[src/rtl/vga_pkg.sv]
// vga_pkg: shared raster timing defaults, derived-timing helpers
// and 8-bit RRRGGGBB colours for drawing blocks.
package vga_pkg;

  localparam int DEF_H_ACTIVE = 640;
  localparam int DEF_H_FP     = 16;
  localparam int DEF_H_SYNC   = 96;
  localparam int DEF_H_BP     = 48;
  localparam int DEF_V_ACTIVE = 480;
  localparam int DEF_V_FP     = 10;
  localparam int DEF_V_SYNC   = 2;
  localparam int DEF_V_BP     = 29;

  function automatic int h_total(int sync, int bp, int act, int fp);
    return sync + bp + act + fp;
  endfunction

  function automatic int v_total(int sync, int bp, int act, int fp);
    return sync + bp + act + fp;
  endfunction

  function automatic int h_act_start(int sync, int bp);
    return sync + bp;
  endfunction

  function automatic int v_act_start(int sync, int bp);
    return sync + bp;
  endfunction

  localparam logic [7:0] COL_BLACK   = 8'h00;
  localparam logic [7:0] COL_WHITE   = 8'hFF;
  localparam logic [7:0] COL_YELLOW  = 8'hFC;
  localparam logic [7:0] COL_CYAN    = 8'h1F;
  localparam logic [7:0] COL_GREEN   = 8'h1C;
  localparam logic [7:0] COL_MAGENTA = 8'hE3;
  localparam logic [7:0] COL_RED     = 8'hE0;
  localparam logic [7:0] COL_BLUE    = 8'h03;

  typedef struct packed {
    logic line_start;
    logic frame_start;
    logic anim_tick;
  } pulse_t;

endpackage

[src/rtl/vga_delay_line.sv]
// vga_delay_line: enabled shift register of configurable width and
// depth with asynchronous clear to zero.
module vga_delay_line #(
  parameter int W     = 1,
  parameter int DEPTH = 2
) (
  input  logic         clk,
  input  logic         clr,
  input  logic         en,
  input  logic [W-1:0] d,
  output logic [W-1:0] q
);

  logic [W-1:0] stage [DEPTH];

  always_ff @(posedge clk or posedge clr) begin
    if (clr) begin
      for (int i = 0; i < DEPTH; i++) stage[i] <= '0;
    end else if (en) begin
      stage[0] <= d;
      for (int i = 1; i < DEPTH; i++) stage[i] <= stage[i-1];
    end
  end

  assign q = stage[DEPTH-1];

endmodule

[src/rtl/vga_timing_gen.sv]
// vga_timing_gen: parametrised raster counters, sync/active decode,
// aligned output pipeline, frame counter and frame-locked anim tick.
module vga_timing_gen
  import vga_pkg::*;
#(
  parameter int CW       = 10,
  parameter int H_ACTIVE = DEF_H_ACTIVE,
  parameter int H_FP     = DEF_H_FP,
  parameter int H_SYNC   = DEF_H_SYNC,
  parameter int H_BP     = DEF_H_BP,
  parameter int V_ACTIVE = DEF_V_ACTIVE,
  parameter int V_FP     = DEF_V_FP,
  parameter int V_SYNC   = DEF_V_SYNC,
  parameter int V_BP     = DEF_V_BP,
  parameter bit HS_POL   = 1'b0,
  parameter bit VS_POL   = 1'b0,
  parameter int PIPE     = 2,
  parameter int ANIM_DIV = 1
) (
  input  logic          dclk,
  input  logic          clr,
  input  logic          pix_en,
  output logic          hsync,
  output logic          vsync,
  output logic          active,
  output logic [CW-1:0] x,
  output logic [CW-1:0] y,
  output logic          line_start,
  output logic          frame_start,
  output logic          anim_tick,
  output logic [15:0]   frame_cnt
);

  localparam int H_TOT = h_total(H_SYNC, H_BP, H_ACTIVE, H_FP);
  localparam int V_TOT = v_total(V_SYNC, V_BP, V_ACTIVE, V_FP);
  localparam int H_ST  = h_act_start(H_SYNC, H_BP);
  localparam int V_ST  = v_act_start(V_SYNC, V_BP);
  localparam int AW    = (ANIM_DIV > 1) ? $clog2(ANIM_DIV) : 1;
  localparam int BW    = 3 + 2 * CW + 3;

  localparam logic [CW-1:0] H_LAST = CW'(H_TOT - 1);
  localparam logic [CW-1:0] V_LAST = CW'(V_TOT - 1);
  localparam logic [CW-1:0] HS_END = CW'(H_SYNC);
  localparam logic [CW-1:0] VS_END = CW'(V_SYNC);
  localparam logic [CW-1:0] HA_BEG = CW'(H_ST);
  localparam logic [CW-1:0] HA_END = CW'(H_ST + H_ACTIVE);
  localparam logic [CW-1:0] VA_BEG = CW'(V_ST);
  localparam logic [CW-1:0] VA_END = CW'(V_ST + V_ACTIVE);
  localparam logic [AW-1:0] A_LAST = AW'(ANIM_DIV - 1);

  logic [CW-1:0] hc, vc;
  logic [AW-1:0] anim_cnt;
  logic          h_last, v_last, anim_wrap;
  logic          hs_a, vs_a, act;
  logic [CW-1:0] x0, y0;
  pulse_t        p0, pq;
  logic          hs_q, vs_q;
  logic [BW-1:0] bundle_d, bundle_q;

  assign h_last    = hc == H_LAST;
  assign v_last    = vc == V_LAST;
  assign anim_wrap = anim_cnt == A_LAST;

  always_ff @(posedge dclk or posedge clr) begin
    if (clr) begin
      hc <= '0;
      vc <= '0;
    end else if (pix_en) begin
      if (h_last) begin
        hc <= '0;
        vc <= v_last ? '0 : vc + CW'(1);
      end else begin
        hc <= hc + CW'(1);
      end
    end
  end

  always_ff @(posedge dclk or posedge clr) begin
    if (clr) begin
      frame_cnt <= '0;
      anim_cnt  <= '0;
    end else if (pix_en) begin
      if (h_last && v_last) frame_cnt <= frame_cnt + 16'd1;
      if (p0.frame_start) anim_cnt <= anim_wrap ? '0 : anim_cnt + AW'(1);
    end
  end

  always_comb begin
    hs_a = hc < HS_END;
    vs_a = vc < VS_END;
    act  = (hc >= HA_BEG) && (hc < HA_END)
        && (vc >= VA_BEG) && (vc < VA_END);
    x0   = act ? hc - HA_BEG : '0;
    y0   = act ? vc - VA_BEG : '0;
    p0.line_start  = hc == '0;
    p0.frame_start = (hc == '0) && (vc == '0);
    p0.anim_tick   = (hc == '0) && (vc == '0) && anim_wrap;
  end

  // Sync is carried as an asserted flag so a cleared stage reads idle.
  assign bundle_d = {hs_a, vs_a, act, x0, y0, p0};

  vga_delay_line #(
    .W     (BW),
    .DEPTH (PIPE)
  ) u_dly (
    .clk (dclk),
    .clr (clr),
    .en  (pix_en),
    .d   (bundle_d),
    .q   (bundle_q)
  );

  assign {hs_q, vs_q, active, x, y, pq} = bundle_q;

  assign hsync       = hs_q ? HS_POL : !HS_POL;
  assign vsync       = vs_q ? VS_POL : !VS_POL;
  assign line_start  = pq.line_start;
  assign frame_start = pq.frame_start;
  assign anim_tick   = pq.anim_tick;

endmodule
[config.mk]
export PLATFORM = sky130hd
export DESIGN_NAME = vga_timing_gen
export DESIGN_NICKNAME = d
export VERILOG_FILES = /design/src/rtl/vga_pkg.sv /design/src/rtl/vga_delay_line.sv /design/src/rtl/vga_timing_gen.sv
export SDC_FILE = /design/constraint.sdc
export NUM_CORES = 1
export LEC_CHECK = 0
export ABC_AREA = 1
export BUFFER_PORTS_ARGS = -buffer_cell sky130_fd_sc_hd__buf_2
export CORE_AREA = 5 5 165 127
export DETAILED_ROUTE_END_ITERATION = 16
export DIE_AREA = 0 0 170 132
export GPL_TIMING_DRIVEN = 0
export HOLD_SLACK_MARGIN = 0.1
export PLACE_DENSITY = 0.45
export SYNTH_ARGS = -nofsm -noshare
export SYNTH_HDL_FRONTEND = slang
export SYNTH_HIERARCHICAL = 1
export SYNTH_SLANG_ARGS = --single-unit
[constraint.sdc]
create_clock -name dclk -period 4.6 [get_ports dclk]
set_clock_uncertainty 0.05 [all_clocks]
set_input_delay 0.92 -clock dclk [delete_from_list [all_inputs] [get_ports dclk]]
set_output_delay 0.92 -clock dclk [all_outputs]
set_load 0.1 [all_outputs]
==> After elaboration in Yosys (flattened, before gate mapping) <==
Index checks and enable logic that the tools add are counted.
{ "op_classes": {"n_addsub": 6, "n_mul": 0, "bitwise": 1, "shift": 0, "muxes": 7, "div": 0, "n_lt_le_gt_ge": 6, "eq_ne": 2, "n_reduce_logical": 11} }
{ "op_table": {"columns": ["operator", "count"], "rows": [
  ["$mux W10", 4],
  ["$add A10 B1 Y10 const B", 2],
  ["$eq A10 B10 Y1 const B", 2],
  ["$logic_not A10 Y1", 2],
  ["$add A16 B1 Y16 const B", 1],
  ["$ge A10 B5 Y1 const B", 1],
  ["$ge A10 B8 Y1 const B", 1],
  ["$lt A10 B10 Y1 const B", 1],
  ["$lt A10 B2 Y1 const B", 1],
  ["$lt A10 B7 Y1 const B", 1],
  ["$lt A10 B9 Y1 const B", 1],
  ["$sub A10 B5 Y10 const B", 1],
  ["$sub A10 B8 Y10 const B", 1],
  ["$logic_and A1 B1 Y1", 6],
  ["$reduce_and A2 Y1", 3],
  ["$mux W1", 3],
  ["$add A1 B1 Y1 const B", 1],
  ["$not A1 Y1", 1]
]} }
{ "totals": {"romBits": 0, "mem_bits_rw": 0, "memories": 0, "regBits": 89, "in_bits": 3, "latchBits": 0, "elab_cells": 39, "output_inout_bits": 42} }

==> Depth between registers and ports, before layout <==
Gate-level depths: netlist of run 1.
{ "depth": {"ltp_word": 5, "ltp_mapped": 11, "depth_no_buf": 10} }

==> Modules after synthesis <==
The synthesis of run 1 kept the hierarchy.
{ "modules_own_cells": {"columns": ["module", "area_each_um2", "instances", "cells_each", "seq_area_each_um2"], "rows": [
  ["vga_timing_gen", 2506.2, 1, 355, 900.9],
  ["vga_delay_line", 2199.6, 1, 247, 1301.2]
]} }

==> Worst setup path after synthesis of run 1 <==
OpenSTA, ideal clock, no wires.
{ "synth_path": {"path_type": "reg2reg", "startpoint": "register frame_cnt[0]", "endpoint": "register frame_cnt[12]", "synth_period_minus_slack_ns": 2.193, "t_required_ns": 4.427, "t_arrival_ns": 2.021, "setup_time_ns": 0.123, "slack_ns": 2.407, "path_buffers": 0, "path_stages_with_launch": 9, "cell_sequence": "dfrtp_1 ha_1 nand2_1 nor2_1 nand2_1 nor3_1 nand2_1 nand2_1 nand2_1"} }
{ "synth_via": {"elab_chain_cells": 1} }
{ "synth_rtl": {"columns": ["element", "line", "rtl"], "rows": [
  ["start, declared", "vga_timing_gen.sv:31", "output logic [15:0] frame_cnt"],
  ["start signal, assigned", "vga_timing_gen.sv:83", "if (h_last && v_last) frame_cnt <= frame_cnt + 16'd1;"],
  ["$add A16 B1 Y16", "vga_timing_gen.sv:83", null]
]} }
No other way between the ends.
A chain may end at the register's enable or synchronous reset.

==> Worst setup path in the final report of run 1 <==
{ "layout_path": {"startpoint": "register u_dly.stage (netlist bit u_dly/q[25])", "endpoint": "output hsync"} }
{ "layout_via": {"elab_chain_cells": 1} }
{ "layout_rtl": {"columns": ["element", "line", "rtl"], "rows": [
  ["start, declared", "vga_delay_line.sv:14", "logic [W-1:0] stage [DEPTH];"],
  ["$mux W1", "vga_timing_gen.sv:116", "assign hsync = hs_q ? HS_POL : !HS_POL;"],
  ["end, declared", "vga_timing_gen.sv:23", "output logic hsync,"]
]} }
No other way between the ends.

==> flow_metrics.env, run 1 <==
export IMPL_slowest_delay_ns=0.41
export IMPL_synth_cells=602
export IMPL_clockPowerShare_pct=26.9
export IMPL_grt_pass1_vias=3606
export IMPL_port_buffer_count=44
export IMPL_drc=0
export IMPL_die_h_um=132
export IMPL_final_util_pct=29.3
export IMPL_ctsHoldBuffers=0
export IMPL_netlist_area_um2=4710
export IMPL_area_growth_pct=18.9
export IMPL_fin_crit_sh_pct=49.6
export IMPL_hold_viol=0
export IMPL_cts_buffers=9
export IMPL_slowest_stage="buf_2"
export IMPL_hold_end="u_dly/q[15]"
export IMPL_initial_core_util_pct=24.6
export IMPL_nNetsFinal=671
export IMPL_setup_viol=0
export IMPL_clockRootBuffer="clkbuf_16"
export IMPL_r2r_end="u_dly/stage[48]"
export IMPL_required_ns=3.63
export IMPL_holdWs_ns=0.420
export IMPL_path_cells="buf_4 -> inv_1 -> buf_2"
export IMPL_dr_pass1_iters=4
export IMPL_hold_class="register to register"
export IMPL_grt_pass1_wl_um=18600
export IMPL_post_place_ws_ns=2.30
export IMPL_reg2reg_from="hc[4]"
export IMPL_clock_path_buffers=2
export IMPL_fin_crit_ns=2.28
export IMPL_r2r_cells=11
export IMPL_reg2reg_slack_ns=2.64
export IMPL_synth_cell_type_count=31
export IMPL_rsz0062_at_grt="no"
export IMPL_p_sw_uw=1210
export IMPL_status="finished, final reports clean"
export IMPL_hold_path_cell_count=2
export IMPL_critPathBufInv=3
export IMPL_syn_area_per_cell_um2=7.82
export IMPL_min_delay_start="u_dly/q[15]"
export IMPL_fmax_mhz=438
export IMPL_n_antenna_cell=0
export IMPL_power_uw=2870
export IMPL_swShare_pct=42.2
export IMPL_core_um2=19100
export IMPL_power_density_nw_per_um2=514
export IMPL_slew_headroom_pct=67.7
export IMPL_post_cts_buffers=0
export IMPL_drive_gt1_share_pct=19.3
export IMPL_dieArea_um2=22400
export IMPL_slew_viol_final=0
export IMPL_p_int_uw=1660
export IMPL_routabilityCongestion=0.796
export IMPL_insertion_delay_ns=0.35
export IMPL_rows=44
export IMPL_place_hpwl_um=8010
export IMPL_worst_slew_pin_slew_ns=0.488
export IMPL_grt_ovfl_total=0
export IMPL_num_vias=3709
export IMPL_grt_use_total_pct=10.2
export IMPL_synth_seq_cells=88
export IMPL_cts_sinks=88
export IMPL_drt_initial_drc_count=192
export IMPL_via_per_inst=4.04
export IMPL_final_antenna_net_count=0
export IMPL_die_w_um=170
export IMPL_routed_wl_um=10700
export IMPL_cts_tree="done"
export IMPL_leakagePower_uw=0.00306
export IMPL_p_seq_share_pct=36.3
export IMPL_cp_end_kind="output pin"
export IMPL_cts_resized=0
export IMPL_arrival_ns=1.31
export IMPL_cap_violations=0
export IMPL_synth_nets=614
export IMPL_io_pins=45
export IMPL_cp_start_kind="register"
export IMPL_grt_max_degree=37
export IMPL_critical_path_top_delay_family="buffers and inverters"
export IMPL_setup_slack_ns=2.32
export IMPL_grt_antenna_before_repair=0
export IMPL_tns_ns=0
export IMPL_wl_per_cell_um=11.7
export IMPL_critPathMaxFanout=2
export IMPL_cp_depth=3
export IMPL_power_frac_comb_pct=36.8
export IMPL_max_vdd_ir_drop_mv=0.214
export IMPL_ys_warn_count=6
export IMPL_cts_clk_slew_worst_paths_ns=0.07
export IMPL_yosysSeqAreaShare_pct=46.8
export IMPL_worst_setup_path_type="register to output pin"
export IMPL_cts_htree_levels=3
cell type report:
class	count	area [um^2]
Multi-Input combinational cell	423	1970
Timing Repair Buffer	46	260
Clock buffer	10	239
Inverter	47	181
Sequential cell	88	2200
Clock inverter	6	75.1
Tap cell	253	317
Buffer	44	355
Fill cell	2105	13500
per-stage QoR:
stage / cells / area, um^2
global placement: 899 / 5240
CTS: 917 / 5600
detailed placement: 901 / 5280
global route: 917 / 5600
finish: 917 / 5600
floorplan: 602 / 4710
cells in the mapped netlist (all sizes together):
| cell | number | area [um^2] |
|---|---|---|
| buf | 44 | 355 |
| nand3 | 25 | 143 |
| nand3b | 9 | 67.6 |
| ha | 9 | 113 |
| o21ai | 16 | 80.1 |
| inv | 47 | 181 |
| nor3 | 10 | 55.1 |
| o21bai | 1 | 7.51 |
| nand4 | 10 | 62.6 |
| dfrtp | 88 | 2200 |
| and3 | 1 | 6.26 |
| nor2 | 61 | 278 |
| or3b | 1 | 8.76 |
| a21oi | 4 | 20.0 |
| xor2 | 12 | 113 |
| o22ai | 1 | 6.26 |
| nand2 | 260 | 981 |
| xnor2 | 3 | 26.3 |
layout by cell type, fill, tap and decap left out, drive strengths merged:
| cell | Yosys | final |
|---|---|---|
| nand3 | 25 | 25 |
| clkinvlp | 0 | 1 |
| clkbuf | 0 | 10 |
| buf | 44 | 90 |
| a21oi | 4 | 4 |
| xor2 | 12 | 12 |
| nand4 | 10 | 10 |
| nor2 | 61 | 61 |
| or3b | 1 | 1 |
| o21bai | 1 | 1 |
| dfrtp | 88 | 88 |
| clkinv | 0 | 2 |
| ha | 9 | 9 |
| o21ai | 16 | 16 |
| nand3b | 9 | 9 |
| and3 | 1 | 1 |
| nand2 | 260 | 260 |
| o22ai | 1 | 1 |
| xnor2 | 3 | 3 |
| nor3 | 10 | 10 |
| inv | 47 | 49 |
| bufinv | 0 | 1 |
layer usage:
metal	GRT usage, %	wire length [um]	vias to the layer above
li1	-	-	1962
met1	15.2	5830	1707
met2	14.4	4410	32
met3	2.85	325	8
met4	2.75	138	0
met5	0	0	-
how the worst max path moves through the flow:
stage,startpoint,end
finish,u_dly/q[25],hsync
global route,u_dly/q[25],hsync
detailed placement,pix_en,hc[5]
CTS,u_dly/q[25],hsync
floorplan,clr,u_dly/q[0]
global placement,clr,u_dly/q[24]
sequential cells by signal, indices dropped and copies added, names as in the netlist:
register	cells
hc	10
vc	10
frame_cnt	16
u_dly/q	26
u_dly/stage	26
logic make-up (layout without fill, tap and decap cells):
kind of cell	count (synthesis)	count (layout)	synth area share [%]
AND/OR/NAND/NOR	377	377	34.0
AO/OA/AOI/OAI	22	22	2.42
XOR/XNOR	15	15	2.95
adder cells (fa/ha/maj)	9	9	2.39
buffers and inverters	91	153	11.4
flip-flops	88	88	46.8
tightest hold or removal path, cell delays in order, from the launching register on:
cell     delay (ns)
dfrtp_1        0.34
nand2_1        0.06
nand2_1        0.05
power by group through the flow:
| stage | sequential [uW] | combinational, uW | clock [uW] |
|---|---|---|---|
| after CTS | 1040 | 1080 | 809 |
| after floorplan | 1020 | 900 | 0 |
| final | 1040 | 1060 | 772 |
| after global routing | 1070 | 1180 | 842 |
| after global placement | 1060 | 1060 | 0 |
| after detailed placement | 1060 | 1070 | 0 |
Note: power is estimated with default switching activity, not from simulation.
==> run 2: changes to the inputs <==
Clock period 4.6 ns to 2.2 ns, I/O delays scaled along.
==> flow_metrics.env, run 2 (synthesis results as in run 1) <==
export IMPL_critical_path_top_delay_family="simple AND/OR/NAND/NOR gates"
export IMPL_routed_wl_um=10700
export IMPL_required_ns=2.44
export IMPL_final_antenna_net_count=0
export IMPL_drc=0
export IMPL_dieArea_um2=22400
export IMPL_via_per_inst=4.06
export IMPL_rsz0062_at_grt="no"
export IMPL_nNetsFinal=672
export IMPL_leakagePower_uw=0.00306
export IMPL_place_hpwl_um=8010
export IMPL_insertion_delay_ns=0.35
export IMPL_wl_per_cell_um=11.7
export IMPL_die_w_um=170
export IMPL_mostFrequentLayoutCells="nand2_1, dfrtp_1, nor2_1"
export IMPL_dp_cells=901
export IMPL_critPathBufInv=1
export IMPL_drt_initial_drc_count=194
export IMPL_setup_slack_ns=0.313
export IMPL_final_util_pct=29.4
export IMPL_slowest_stage="or3b_2"
export IMPL_slew_viol_final=0
export IMPL_tns_ns=0
export IMPL_cts_clk_slew_worst_paths_ns=0.07
export IMPL_num_vias=3726
export IMPL_cap_violations=0
export IMPL_reg2reg_slack_ns=0.31
export IMPL_cts_buffers=9
export IMPL_rows=44
export IMPL_grt_max_degree=37
export IMPL_port_buffer_count=44
export IMPL_core_um2=19100
export IMPL_slew_headroom_pct=67.7
export IMPL_slowest_delay_ns=0.49
export IMPL_die_h_um=132
export IMPL_max_vdd_ir_drop_mv=0.447
export IMPL_crit_path_frequent_cell="nand2_1"
export IMPL_layout_cells_non_filler=918
export IMPL_arrival_ns=2.12
export IMPL_grt_pass1_vias=3606
export IMPL_worst_setup_path_type="register to register"
export IMPL_cp_start_kind="register"
export IMPL_clockRootBuffer="clkbuf_16"
export IMPL_drive_gt1_share_pct=19.8
export IMPL_cts_sinks=88
export IMPL_holdWs_ns=0.420
export IMPL_cts_htree_levels=3
export IMPL_power_density_nw_per_um2=1070
export IMPL_fin_crit_sh_pct=85.8
export IMPL_grt_antenna_before_repair=0
export IMPL_grt_pass1_wl_um=18600
export IMPL_hold_viol=0
export IMPL_status="finished, final reports clean"
export IMPL_path_cells="inv_2 -> ha_1 -> or3b_2 -> nor3_1 -> nand2_1 -> nand2_1"
export IMPL_grt_use_total_pct=10.2
export IMPL_n_antenna_cell=0
export IMPL_critPathMaxFanout=7
export IMPL_area_growth_pct=19.3
export IMPL_initial_core_util_pct=24.6
export IMPL_io_pins=45
export IMPL_grt_ovfl_total=0
export IMPL_cp_end_kind="register"
export IMPL_routabilityCongestion=0.796
export IMPL_dr_pass1_iters=4
export IMPL_layout_commonest_cell="nand2_1"
export IMPL_setup_viol=0
export IMPL_cts_tree="done"
export IMPL_fin_crit_ns=1.89
export IMPL_post_place_ws_ns=0.240
export IMPL_hold_class="register to register"
export IMPL_clock_path_buffers=2
export IMPL_worst_slew_pin_slew_ns=0.488
export IMPL_fmax_mhz=530
## run 2: cell types whose count changed in the layout (fill, tap and decap cells not counted), sizes merged
cell         delta
dlygate4sd3     +1
## run 2: layer usage
metal / vias up / share of wire [%] / global-route usage (%)
met3: 8 / 3.0 / 2.85
met2: 34 / 41 / 14.4
met5: - / 0 / 0
met4: 0 / 1.3 / 2.75
met1: 1718 / 54 / 15.2
li1: 1966 / - / -
## run 2: timing repair
item                                    4_1_cts  5_1_grt
hold endpoints to repair                     23        0
endpoints found under the setup margin        0       20
buffers inserted                              0        0
hold buffers                                  1        0
gates resized for setup                       0        4
## run 2: stage by stage
step	instance area [um^2]	power, uW
2_1_floorplan	4710	4020
3_3_place_gp	5240	4440
3_5_place_dp	5280	4450
4_1_cts	5610	6120
5_1_grt	5610	6480
6_report	5610	6020
## run 2: layout make-up
type / instances / area, um^2
Tap cell: 253 / 317
Timing Repair Buffer: 47 / 270
Sequential cell: 88 / 2200
Clock inverter: 6 / 75.1
Fill cell: 2107 / 13500
Buffer: 44 / 355
Multi-Input combinational cell: 423 / 1970
Inverter: 47 / 181
Clock buffer: 10 / 239
## run 2: worst reg2reg max path, stage by stage, from the launching register on
cell	delay, ns
dfrtp_1	0.47
inv_2	0.15
ha_1	0.15
or3b_2	0.49
nor3_1	0.33
nand2_1	0.12
nand2_1	0.08
## run 2: path summary, 6_finish.rpt
| kind | start | to | cells past startpoint |
|---|---|---|---|
| min in group asynchronous | clr | vc[5] | 3 |
| hold / removal | u_dly/q[15] | u_dly/q[15] | 2 |
| setup reg to reg | hc[4] | u_dly/stage[27] | 6 |
| max in group asynchronous | clr | u_dly/q[24] | 4 |
| hold reg to reg | u_dly/q[15] | u_dly/q[15] | 2 |
| setup / recovery | hc[4] | u_dly/stage[27] | 6 |
## run 2: power breakdown
part | total (uW) | internal, uW | switching [uW]
Sequential | 2180 | 1930 | 254
Combinational | 2220 | 624 | 1600
Clock | 1620 | 928 | 689
Total | 6020 | 3480 | 2540
==> run 3: changes to the inputs <==
Settings changed: CTS_BUF_LIST set to sky130_fd_sc_hd__clkbuf_4.
==> flow_metrics.env, run 3 (synthesis results as in run 1) <==
export IMPL_status="finished, final reports clean"
export IMPL_p_sw_uw=2480
export IMPL_slowest_delay_ns=0.42
export IMPL_cts_clk_slew_worst_paths_ns=0.15
export IMPL_cap_violations=0
export IMPL_setup_viol=0
export IMPL_power_frac_comb_pct=41.3
export IMPL_cp_end_kind="output pin"
export IMPL_critPathMaxFanout=2
export IMPL_required_ns=1.71
export IMPL_mostFrequentLayoutCells="nand2_1, dfrtp_1, nor2_1"
export IMPL_grt_ovfl_total=0
export IMPL_slew_viol_final=0
export IMPL_fin_crit_ns=1.95
export IMPL_clock_path_buffers=2
export IMPL_dr_pass1_iters=4
export IMPL_grt_use_total_pct=10.2
export IMPL_rsz0062_at_grt="no"
export IMPL_core_um2=19100
export IMPL_die_h_um=132
export IMPL_design_area_um2=5450
export IMPL_grt_pass1_wl_um=18500
export IMPL_area_growth_pct=15.8
export IMPL_swShare_pct=46.0
export IMPL_drc=0
export IMPL_routed_wl_um=10700
export IMPL_cts_buffers=9
export IMPL_hold_class="primary input to register"
export IMPL_dieArea_um2=22400
export IMPL_cp_start_kind="register"
export IMPL_drt_initial_drc_count=196
export IMPL_clockRootBuffer="clkbuf_4"
export IMPL_place_hpwl_um=8010
export IMPL_rows=44
export IMPL_p_int_uw=2910
export IMPL_placed_cell_area_um2=5280
export IMPL_arrival_ns=1.46
export IMPL_grt_antenna_before_repair=1
export IMPL_p_seq_share_pct=40.5
export IMPL_drive_gt1_share_pct=19.7
export IMPL_worst_slew_pin_slew_ns=0.488
export IMPL_fmax_mhz=513
export IMPL_slew_headroom_pct=67.7
export IMPL_power_uw=5390
export IMPL_wl_per_cell_um=11.6
export IMPL_leakagePower_uw=0.00299
export IMPL_final_antenna_net_count=0
export IMPL_dp_cells=901
export IMPL_clockPowerShare_pct=18.3
export IMPL_critical_path_top_delay_family="buffers and inverters"
export IMPL_insertion_delay_ns=0.46
export IMPL_cts_sinks=88
export IMPL_fin_crit_sh_pct=88.5
export IMPL_cts_tree="done"
export IMPL_num_vias=3735
export IMPL_grt_max_degree=37
export IMPL_layout_commonest_cell="nand2_1"
export IMPL_critPathBufInv=3
export IMPL_power_density_nw_per_um2=989
export IMPL_fillCellCount=2130
export IMPL_io_pins=45
export IMPL_initial_core_util_pct=24.6
export IMPL_worst_setup_path_type="register to output pin"
export IMPL_cts_htree_levels=3
export IMPL_tns_ns=0
export IMPL_slowest_stage="dfrtp_1"
export IMPL_hold_viol=0
export IMPL_max_vdd_ir_drop_mv=0.446
export IMPL_via_per_inst=4.06
export IMPL_layout_cells_non_filler=919
export IMPL_port_buffer_count=44
export IMPL_routabilityCongestion=0.796
export IMPL_die_w_um=170
export IMPL_final_util_pct=28.5
export IMPL_post_cts_buffers=0
export IMPL_path_cells="buf_4 -> inv_1 -> buf_2"
export IMPL_grt_pass1_vias=3603
export IMPL_nNetsFinal=672
[run 3: routing by layer]
layer	vias up	share of wire, %	global-route usage, %
li1	1962	-	-
met1	1728	54	15.1
met2	34	42	14.4
met3	11	2.7	2.40
met4	0	1.5	3.55
met5	-	0	0
[run 3: cell type report]
cell class / instances / area [um^2] / area share [%]
well taps: 253 / 317 / 5.81
flip-flops and latches: 88 / 2200 / 40.4
clock buffers: 9 / 67.6 / 1.24
inverters: 47 / 181 / 3.33
clock inverters: 7 / 78.8 / 1.45
plain buffers: 44 / 355 / 6.52
repair buffers: 47 / 270 / 4.96
diodes: 1 / 2.50 / 0.0459
multi-input cells: 423 / 1970 / 36.2
[run 3: path summary, 6_finish.rpt]
path                                  from         endpoint  slack (ns)  cells past startpoint
setup / recovery               u_dly/q[25]            hsync        0.25                      3
hold / removal                      pix_en      u_dly/q[21]        0.37                      4
setup reg to reg                     hc[4]  u_dly/stage[27]        0.31                      6
hold reg to reg            u_dly/stage[48]  u_dly/stage[48]        0.44                      2
max in group asynchronous              clr       u_dly/q[8]        1.12                      4
min in group asynchronous              clr            vc[6]        0.39                      3
[run 3: repair_timing]
action,in CTS,in global routing
resized for setup,0,4
setup endpoints to repair,0,20
hold buffers,1,0
hold endpoints to repair,52,0
[run 3: per-stage QoR]
step           worst slack [ns]  hold slack [ns]
5_1_grt                  0.0398            0.340
4_1_cts                   0.200            0.329
3_5_place_dp              0.240            0.348
2_1_floorplan           0.00692            0.392
3_3_place_gp             -0.368            0.408
6_report                  0.253            0.367
[run 3: tightest hold or removal path, stage by stage]
cell and delay (ns):
buf_2 0.15, buf_6 0.15, nand2_1 0.07, nand2_1 0.05
[run 3: power groups by stage]
stage | Combinational (uW) | Clock (uW) | Sequential, uW
after floorplan | 1880 | 0 | 2140
after global placement | 2230 | 0 | 2210
after detailed placement | 2240 | 0 | 2210
after CTS | 2250 | 1050 | 2180
after global routing | 2480 | 1110 | 2230
final | 2220 | 985 | 2180
